**config.mk**
```make
export PLATFORM = sky130hd
export DESIGN_NAME = axi2apb_req_arb_flat
export DESIGN_NICKNAME = d
export VERILOG_FILES = /design/src/rtl/axi2apb_req_arb_if.sv /design/src/rtl/axi2apb_req_arb.sv /design/src/flat_wrapper.sv
export SDC_FILE = /design/constraint.sdc
export NUM_CORES = 1
export LEC_CHECK = 0
export BUFFER_PORTS_ARGS = -buffer_cell sky130_fd_sc_hd__buf_2
export CAP_MARGIN = 20
export CELL_PAD_IN_SITES_DETAIL_PLACEMENT = 0
export CELL_PAD_IN_SITES_GLOBAL_PLACEMENT = 1
export CORE_ASPECT_RATIO = 1.25
export CORE_MARGIN = 2
export CORE_UTILIZATION = 18
export CTS_CLUSTER_DIAMETER = 150
export DETAILED_ROUTE_END_ITERATION = 8
export PLACE_DENSITY_LB_ADDON = 0.3
export REMOVE_ABC_BUFFERS = 1
export SLEW_MARGIN = 20
export SYNTH_ARGS = -nofsm -noshare
export SYNTH_HDL_FRONTEND = slang
export SYNTH_SLANG_ARGS = --single-unit
```
**constraint.sdc**
```tcl
create_clock -name ACLK -period 1.7 [get_ports ACLK]
set_input_delay 0.34 -clock ACLK [delete_from_list [all_inputs] [get_ports ACLK]]
set_output_delay 0.34 -clock ACLK [all_outputs]
set_load 0.1 [all_outputs]
```
**src/rtl/axi2apb_req_arb_if.sv**
```systemverilog
// ---------------------------------------------------------------------------
// axi2apb_req_arb_if
// Shared-port bundle between the requester arbiter and the APB sequencer of
// the AXI-to-APB bridge.
//   master : arbiter side   - drives REQ/ADDR/WR/DATAW/BE/PROT,
//                             receives ACK/DATAR/ERROR
//   slave  : sequencer side - mirror of master
// Parameters: WIDTH_PAD (address width), WIDTH_PDA (data width),
//             WIDTH_PDS (byte-enable width).
// ---------------------------------------------------------------------------
interface axi2apb_req_arb_if #(
    parameter int WIDTH_PAD = 32,
    parameter int WIDTH_PDA = 32,
    parameter int WIDTH_PDS = (WIDTH_PDA / 8)
) ();
    logic                 REQ;
    logic                 ACK;
    logic [WIDTH_PAD-1:0] ADDR;
    logic                 WR;
    logic [WIDTH_PDA-1:0] DATAW;
    logic [WIDTH_PDS-1:0] BE;
    logic [2:0]           PROT;
    logic [WIDTH_PDA-1:0] DATAR;
    logic                 ERROR;

    modport master (
        output REQ, ADDR, WR, DATAW, BE, PROT,
        input  ACK, DATAR, ERROR
    );

    modport slave (
        input  REQ, ADDR, WR, DATAW, BE, PROT,
        output ACK, DATAR, ERROR
    );
endinterface

```
**src/rtl/axi2apb_req_arb.sv**
```systemverilog
// ---------------------------------------------------------------------------
// axi2apb_req_arb
// Round-robin arbiter sharing one APB-sequencer REQ/ACK port among NUM_REQ
// requesters. Four-phase REQ/ACK on both sides; the grant is registered, the
// winner's command fields are muxed onto the shared port, and read data /
// error are returned to the winner only.
//
// Ports:
//   ACLK, ARESET  clock, synchronous active-high reset
//   REQ_IN        per-requester request (bit i = requester i)
//   ACK_OUT       per-requester acknowledge
//   ADDR_IN, WR_IN, DATAW_IN, BE_IN, PROT_IN
//                 packed per-requester command fields (slice i = requester i)
//   DATAR_OUT     captured read data, common to all requesters, held until
//                 the next capture
//   ERROR_OUT     per-requester error, valid while ACK_OUT[i]=1
//   GRANT         one-hot current grant (debug)
//   apb           shared sequencer port (master modport)
//   LOCK_IN       only with AXI2APB_ARB_LOCK_EN: the just-finished requester
//                 is re-granted ahead of round-robin order if it still
//                 requests when the arbiter returns to IDLE
//
// Optional feature macro: AXI2APB_ARB_LOCK_EN
// ---------------------------------------------------------------------------
module axi2apb_req_arb #(
    parameter int NUM_REQ   = 2,
    parameter int WIDTH_PAD = 32,
    parameter int WIDTH_PDA = 32,
    parameter int WIDTH_PDS = (WIDTH_PDA / 8)
) (
    input  logic                           ACLK,
    input  logic                           ARESET,
    input  logic [NUM_REQ-1:0]             REQ_IN,
    output logic [NUM_REQ-1:0]             ACK_OUT,
    input  logic [NUM_REQ*WIDTH_PAD-1:0]   ADDR_IN,
    input  logic [NUM_REQ-1:0]             WR_IN,
    input  logic [NUM_REQ*WIDTH_PDA-1:0]   DATAW_IN,
    input  logic [NUM_REQ*WIDTH_PDS-1:0]   BE_IN,
    input  logic [NUM_REQ*3-1:0]           PROT_IN,
    output logic [WIDTH_PDA-1:0]           DATAR_OUT,
    output logic [NUM_REQ-1:0]             ERROR_OUT,
`ifdef AXI2APB_ARB_LOCK_EN
    input  logic [NUM_REQ-1:0]             LOCK_IN,
`endif
    output logic [NUM_REQ-1:0]             GRANT,
    axi2apb_req_arb_if.master              apb
);

    localparam int IDXW = $clog2(NUM_REQ);
    typedef logic [IDXW-1:0] idx_t;

    localparam logic [NUM_REQ-1:0] GRANT_LSB = NUM_REQ'(1);
    localparam idx_t               IDX_LAST  = idx_t'(NUM_REQ - 1);

    typedef enum logic [1:0] {
        IDLE,
        WAIT_ACK,
        WAIT_REL,
        WAIT_ACKLOW
    } state_t;

    state_t state;
    idx_t   rr_last;
    idx_t   g_idx;      // index of the current / most recent grant
    logic   req;

`ifdef AXI2APB_ARB_LOCK_EN
    logic   lock_pend;  // lock seen on the WAIT_ACKLOW -> IDLE transition
`endif

    // Round-robin pick: first set REQ_IN bit after rr_last, wrapping.
    idx_t pick_idx;
    idx_t cand;
    logic pick_valid;

    always_comb begin
        pick_valid = 1'b0;
        pick_idx   = '0;
        cand       = '0;
        for (int unsigned k = 1; k <= NUM_REQ; k++) begin
            cand = idx_t'((32'(rr_last) + k) % NUM_REQ);
            if (!pick_valid && REQ_IN[cand]) begin
                pick_valid = 1'b1;
                pick_idx   = cand;
            end
        end
    end

    // Command mux: AND-OR of slices under the one-hot grant, zero when idle.
    logic [WIDTH_PAD-1:0] addr_mux;
    logic                 wr_mux;
    logic [WIDTH_PDA-1:0] dataw_mux;
    logic [WIDTH_PDS-1:0] be_mux;
    logic [2:0]           prot_mux;

    always_comb begin
        addr_mux  = '0;
        wr_mux    = 1'b0;
        dataw_mux = '0;
        be_mux    = '0;
        prot_mux  = '0;
        for (int unsigned i = 0; i < NUM_REQ; i++) begin
            if (GRANT[i]) begin
                addr_mux  = addr_mux  | ADDR_IN[i*WIDTH_PAD +: WIDTH_PAD];
                wr_mux    = wr_mux    | WR_IN[i];
                dataw_mux = dataw_mux | DATAW_IN[i*WIDTH_PDA +: WIDTH_PDA];
                be_mux    = be_mux    | BE_IN[i*WIDTH_PDS +: WIDTH_PDS];
                prot_mux  = prot_mux  | PROT_IN[i*3 +: 3];
            end
        end
    end

    assign apb.REQ   = req;
    assign apb.ADDR  = addr_mux;
    assign apb.WR    = wr_mux;
    assign apb.DATAW = dataw_mux;
    assign apb.BE    = be_mux;
    assign apb.PROT  = prot_mux;

    always_ff @(posedge ACLK) begin
        if (ARESET) begin
            state     <= IDLE;
            rr_last   <= IDX_LAST;
            g_idx     <= '0;
            req       <= 1'b0;
            GRANT     <= '0;
            ACK_OUT   <= '0;
            ERROR_OUT <= '0;
            DATAR_OUT <= '0;
`ifdef AXI2APB_ARB_LOCK_EN
            lock_pend <= 1'b0;
`endif
        end else begin
            case (state)
                IDLE: begin
`ifdef AXI2APB_ARB_LOCK_EN
                    // Lock only applies on the first IDLE edge; rr_last is
                    // left alone so the rotation resumes where it was.
                    lock_pend <= 1'b0;
                    if (lock_pend && REQ_IN[g_idx]) begin
                        GRANT <= GRANT_LSB << g_idx;
                        req   <= 1'b1;
                        state <= WAIT_ACK;
                    end else
`endif
                    if (pick_valid) begin
                        GRANT   <= GRANT_LSB << pick_idx;
                        g_idx   <= pick_idx;
                        rr_last <= pick_idx;
                        req     <= 1'b1;
                        state   <= WAIT_ACK;
                    end
                end
                WAIT_ACK: begin
                    if (apb.ACK) begin
                        DATAR_OUT        <= apb.DATAR;
                        ERROR_OUT[g_idx] <= apb.ERROR;
                        ACK_OUT[g_idx]   <= 1'b1;
                        state            <= WAIT_REL;
                    end
                end
                WAIT_REL: begin
                    if (!REQ_IN[g_idx]) begin
                        req   <= 1'b0;
                        state <= WAIT_ACKLOW;
                    end
                end
                WAIT_ACKLOW: begin
                    if (!apb.ACK) begin
                        ACK_OUT   <= '0;
                        ERROR_OUT <= '0;
                        GRANT     <= '0;
                        state     <= IDLE;
`ifdef AXI2APB_ARB_LOCK_EN
                        lock_pend <= LOCK_IN[g_idx];
`endif
                    end
                end
                default: state <= IDLE;
            endcase
        end
    end

endmodule
```
**src/flat_wrapper.sv**
```systemverilog
// flat-port wrapper written by rule: the top's interface ports become plain ports
module axi2apb_req_arb_flat 
#(
    parameter int NUM_REQ   = 2,
    parameter int WIDTH_PAD = 32,
    parameter int WIDTH_PDA = 32,
    parameter int WIDTH_PDS = (WIDTH_PDA / 8)
)
  (ACLK, ARESET, REQ_IN, ACK_OUT, ADDR_IN, WR_IN, DATAW_IN, BE_IN, PROT_IN, DATAR_OUT, ERROR_OUT, GRANT, apb_REQ, apb_ADDR, apb_WR, apb_DATAW, apb_BE, apb_PROT, apb_ACK, apb_DATAR, apb_ERROR);
  axi2apb_req_arb_if #(.WIDTH_PAD(WIDTH_PAD), .WIDTH_PDA(WIDTH_PDA), .WIDTH_PDS(WIDTH_PDS)) apb_i ();
  input  logic ACLK;
  input  logic ARESET;
  input  logic [NUM_REQ-1:0] REQ_IN;
  output logic [NUM_REQ-1:0] ACK_OUT;
  input  logic [NUM_REQ*WIDTH_PAD-1:0] ADDR_IN;
  input  logic [NUM_REQ-1:0] WR_IN;
  input  logic [NUM_REQ*WIDTH_PDA-1:0] DATAW_IN;
  input  logic [NUM_REQ*WIDTH_PDS-1:0] BE_IN;
  input  logic [NUM_REQ*3-1:0] PROT_IN;
  output logic [WIDTH_PDA-1:0] DATAR_OUT;
  output logic [NUM_REQ-1:0] ERROR_OUT;
  output logic [NUM_REQ-1:0] GRANT;
  output wire logic [$bits(apb_i.REQ)-1:0] apb_REQ;
  output wire logic [$bits(apb_i.ADDR)-1:0] apb_ADDR;
  output wire logic [$bits(apb_i.WR)-1:0] apb_WR;
  output wire logic [$bits(apb_i.DATAW)-1:0] apb_DATAW;
  output wire logic [$bits(apb_i.BE)-1:0] apb_BE;
  output wire logic [$bits(apb_i.PROT)-1:0] apb_PROT;
  input wire logic [$bits(apb_i.ACK)-1:0] apb_ACK;
  input wire logic [$bits(apb_i.DATAR)-1:0] apb_DATAR;
  input wire logic [$bits(apb_i.ERROR)-1:0] apb_ERROR;
  assign apb_REQ = apb_i.REQ;
  assign apb_ADDR = apb_i.ADDR;
  assign apb_WR = apb_i.WR;
  assign apb_DATAW = apb_i.DATAW;
  assign apb_BE = apb_i.BE;
  assign apb_PROT = apb_i.PROT;
  assign apb_i.ACK = apb_ACK;
  assign apb_i.DATAR = apb_DATAR;
  assign apb_i.ERROR = apb_ERROR;
  axi2apb_req_arb #(.NUM_REQ(NUM_REQ), .WIDTH_PAD(WIDTH_PAD), .WIDTH_PDA(WIDTH_PDA), .WIDTH_PDS(WIDTH_PDS)) u_core (.ACLK(ACLK), .ARESET(ARESET), .REQ_IN(REQ_IN), .ACK_OUT(ACK_OUT), .ADDR_IN(ADDR_IN), .WR_IN(WR_IN), .DATAW_IN(DATAW_IN), .BE_IN(BE_IN), .PROT_IN(PROT_IN), .DATAR_OUT(DATAR_OUT), .ERROR_OUT(ERROR_OUT), .GRANT(GRANT), .apb(apb_i));
endmodule
```
==> metrics.yaml <==
rsz0062_at_grt: "true"
final_nets: 774
totalWireLength_um: 15600
min_period_ns: 1.70
fin_ws_ns: -0.00427
die-area_um2: 14500
numPortBuffers: 292
clock_sinks: 43
crit_buf_inv: 2
die_h_um: 134
worstReg2RegStart: "u_core.state[0]"
critPathSlowestCell: "dfxtp_4"
clock_latency_ns: 0.29
arrival_ns: 1.36
drcViolationCount: 0
cts_tree: "done"
yosysTopAreaCellShare: 0.354
track_usage: 0.206
worst_slew_pin_slew_ns: 0.519
grt_max_degree: 33
root_buffer: "clkbuf_16"
hold_ws_ns: 0.287
avgSynthCellArea_um2: 8.10
crit_family: "flip-flops"
grt_pass1_wl_um: 22000
ys_ff_latch: 43
place_ws_ns: 0.00730
area_growth_pct: 133
clock_path_buffers: 2
gp_congestion: 0.823
synth_area_leader_cell: "dfxtp_1"
layout_common_cells: "buf_2 (218), buf_12 (79), nand2_1 (67), a22o_1 (61), dfxtp_1 (40)"
drt-pass1-iter-count: 4
wl_per_cell_um: 20.5
path_class: "reg -> out"
drive_above_1_share: 0.575
required_ns: 1.36
worst-path-max-fanout: 16
fin_skew_ns: 0.00268
ys_types: 30
finalSetupTns_ns: -0.00478
fmax_mhz: 587
vdd_drop_max_v: 0.000853
grt_pass1_vias: 3537
ant_nets: 0
use_met1: 0.242
yosysWarnings: 0
grt.overflow.total: 0
grt-busiest-layer: "met2"
start_util: 0.184
cp_common_cell: "buf_12"
critPathLaunchType: "flop"
relSlewSlack: 0.654
slew_viol_final: 0
syn_area_um2: 2430
synth_area_leaders: "dfxtp_1 (35%), a22o_1 (26%), nand2_1 (10%), a21oi_1 (7.0%), clkbuf_1 (3.7%)"
failed_checks: "negative setup slack"
grt.met2_usage: 0.355
cp_slowest_stage_delay_ns: 0.45
avgViaCountPerCell: 4.60
htreeDepth: 2
core_area_um2: 13200
layout_commonest_cell: "buf_2"
num_rows: 47
powerDensity_nw_per_um2: 2230
cp_cell_sequence: "buf_12 -> a22o_1 -> buf_12"
drtIter0Drc: 161
timing.max_cap.violations: 0
outcome: "finished with violations"
antenna_found_initial: 4
cts.clk_slew.worst_paths_ns: 0.06
crit_start: "u_core.GRANT[0]"
die_w_um: 108
use_met3: 0.0607
hold_viol_final: 0
ys_seq_area_frac: 0.354
p_leak_nw: 2.69
min_from: "apb_DATAR[25]"
crit_path_end_kind: "primary output"
synth_cells: 300
pin_count: 293
setup_viol: 2
fin_crit_sh: 1.00
vias: 3490
hold_class: "in -> reg"
cts_made_buffers: 5
dpl.hpwl_um: 12200
[worst register-to-register path, stage by stage (launching register included)]
cell      delay (ns)
dfxtp_1         0.40
inv_1           0.11
ha_1            0.23
nor3b_2         0.19
a211oi_2        0.25
mux2i_1         0.23
nor2_1          0.05
[state kept, by name, indices dropped and copies added (netlist names)]
name / flops
u_core.ACK_OUT: 2
u_core.rr_last: 1
u_core.GRANT: 2
u_core.ERROR_OUT: 2
u_core.g_idx: 1
u_core.DATAR_OUT: 32
u_core.state: 2
u_core.apb.REQ: 1
[synthesized netlist by cell type]
cell       n
a31o_2     1
nand2b_1   3
a211oi_2   1
and2_1     1
clkbuf_1  24
mux2_2     1
nor2_1    12
nand2_1   67
a21oi_1   34
and2b_2    1
mux2_4     1
nor3_1     3
nor3b_1    3
a211oi_1   3
mux2i_1    5
o21ai_0    1
inv_1      4
buf_2      4
a22o_1    72
a21boi_0   1
o32ai_1    1
nor4_1     1
dfxtp_1   43
buf_1      1
nor2b_1    1
a22oi_1    1
a221o_1    1
buf_6      1
ha_1       6
o21a_1     2
[per-layer routing]
metal / wire length, um / share of wire
met5: 11 / 0.00071
met4: 316 / 0.020
met3: 1470 / 0.095
met2: 7550 / 0.48
met1: 6220 / 0.40
[power breakdown]
part,internal (mW),switching (mW)
logic,3.43,6.83
registers,1.20,0.168
clock network,0.574,0.403
total,5.21,7.40
[metrics by stage]
| stage | power, mW | cells | util | cell area, um^2 |
|---|---|---|---|---|
| floorplan | 7.62 | 270 | - | 2310 |
| global placement | 11.1 | 744 | 0.396 | 5240 |
| detailed placement | 11.2 | 744 | 0.396 | 5240 |
| CTS | 12.5 | 755 | 0.419 | 5540 |
| global route | 13.0 | 759 | 0.428 | 5660 |
| finish | 12.6 | 759 | 0.428 | 5660 |
[timing repair]
item,CTS,global route
setup endpoints to repair,60,48
hold buffers,0,0
cloned,4,1
setup buffers,0,1
pin swaps,1,1
resized for setup,11,12
[worst paths after layout]
check	to	slack (ns)	cells after the start
hold reg to reg	u_core.DATAR_OUT[6]	0.45	2
hold / removal	u_core.DATAR_OUT[25]	0.29	3
setup / recovery	apb_ADDR[27]	-0.004	3
setup reg to reg	u_core.GRANT[1]	0.11	6
[cell families after synthesis]
group | share of synthesized area
flops | 0.354
fa+ha+maj | 0.0309
buf+inv | 0.0576
simple gates | 0.156
mux | 0.0314
compound gates | 0.370
[layout make-up]
type                       instances  area (um^2)
antenna                            2         5.00
clock buffer                       6          139
clock inverter                     1         5.00
fill                            1300         7570
inverter                           4         15.0
multi-input combinational        223         1540
sequential                        43          870
tap                              171          214
timing repair buffer             309         2870
(Power assumes the default switching activity.)
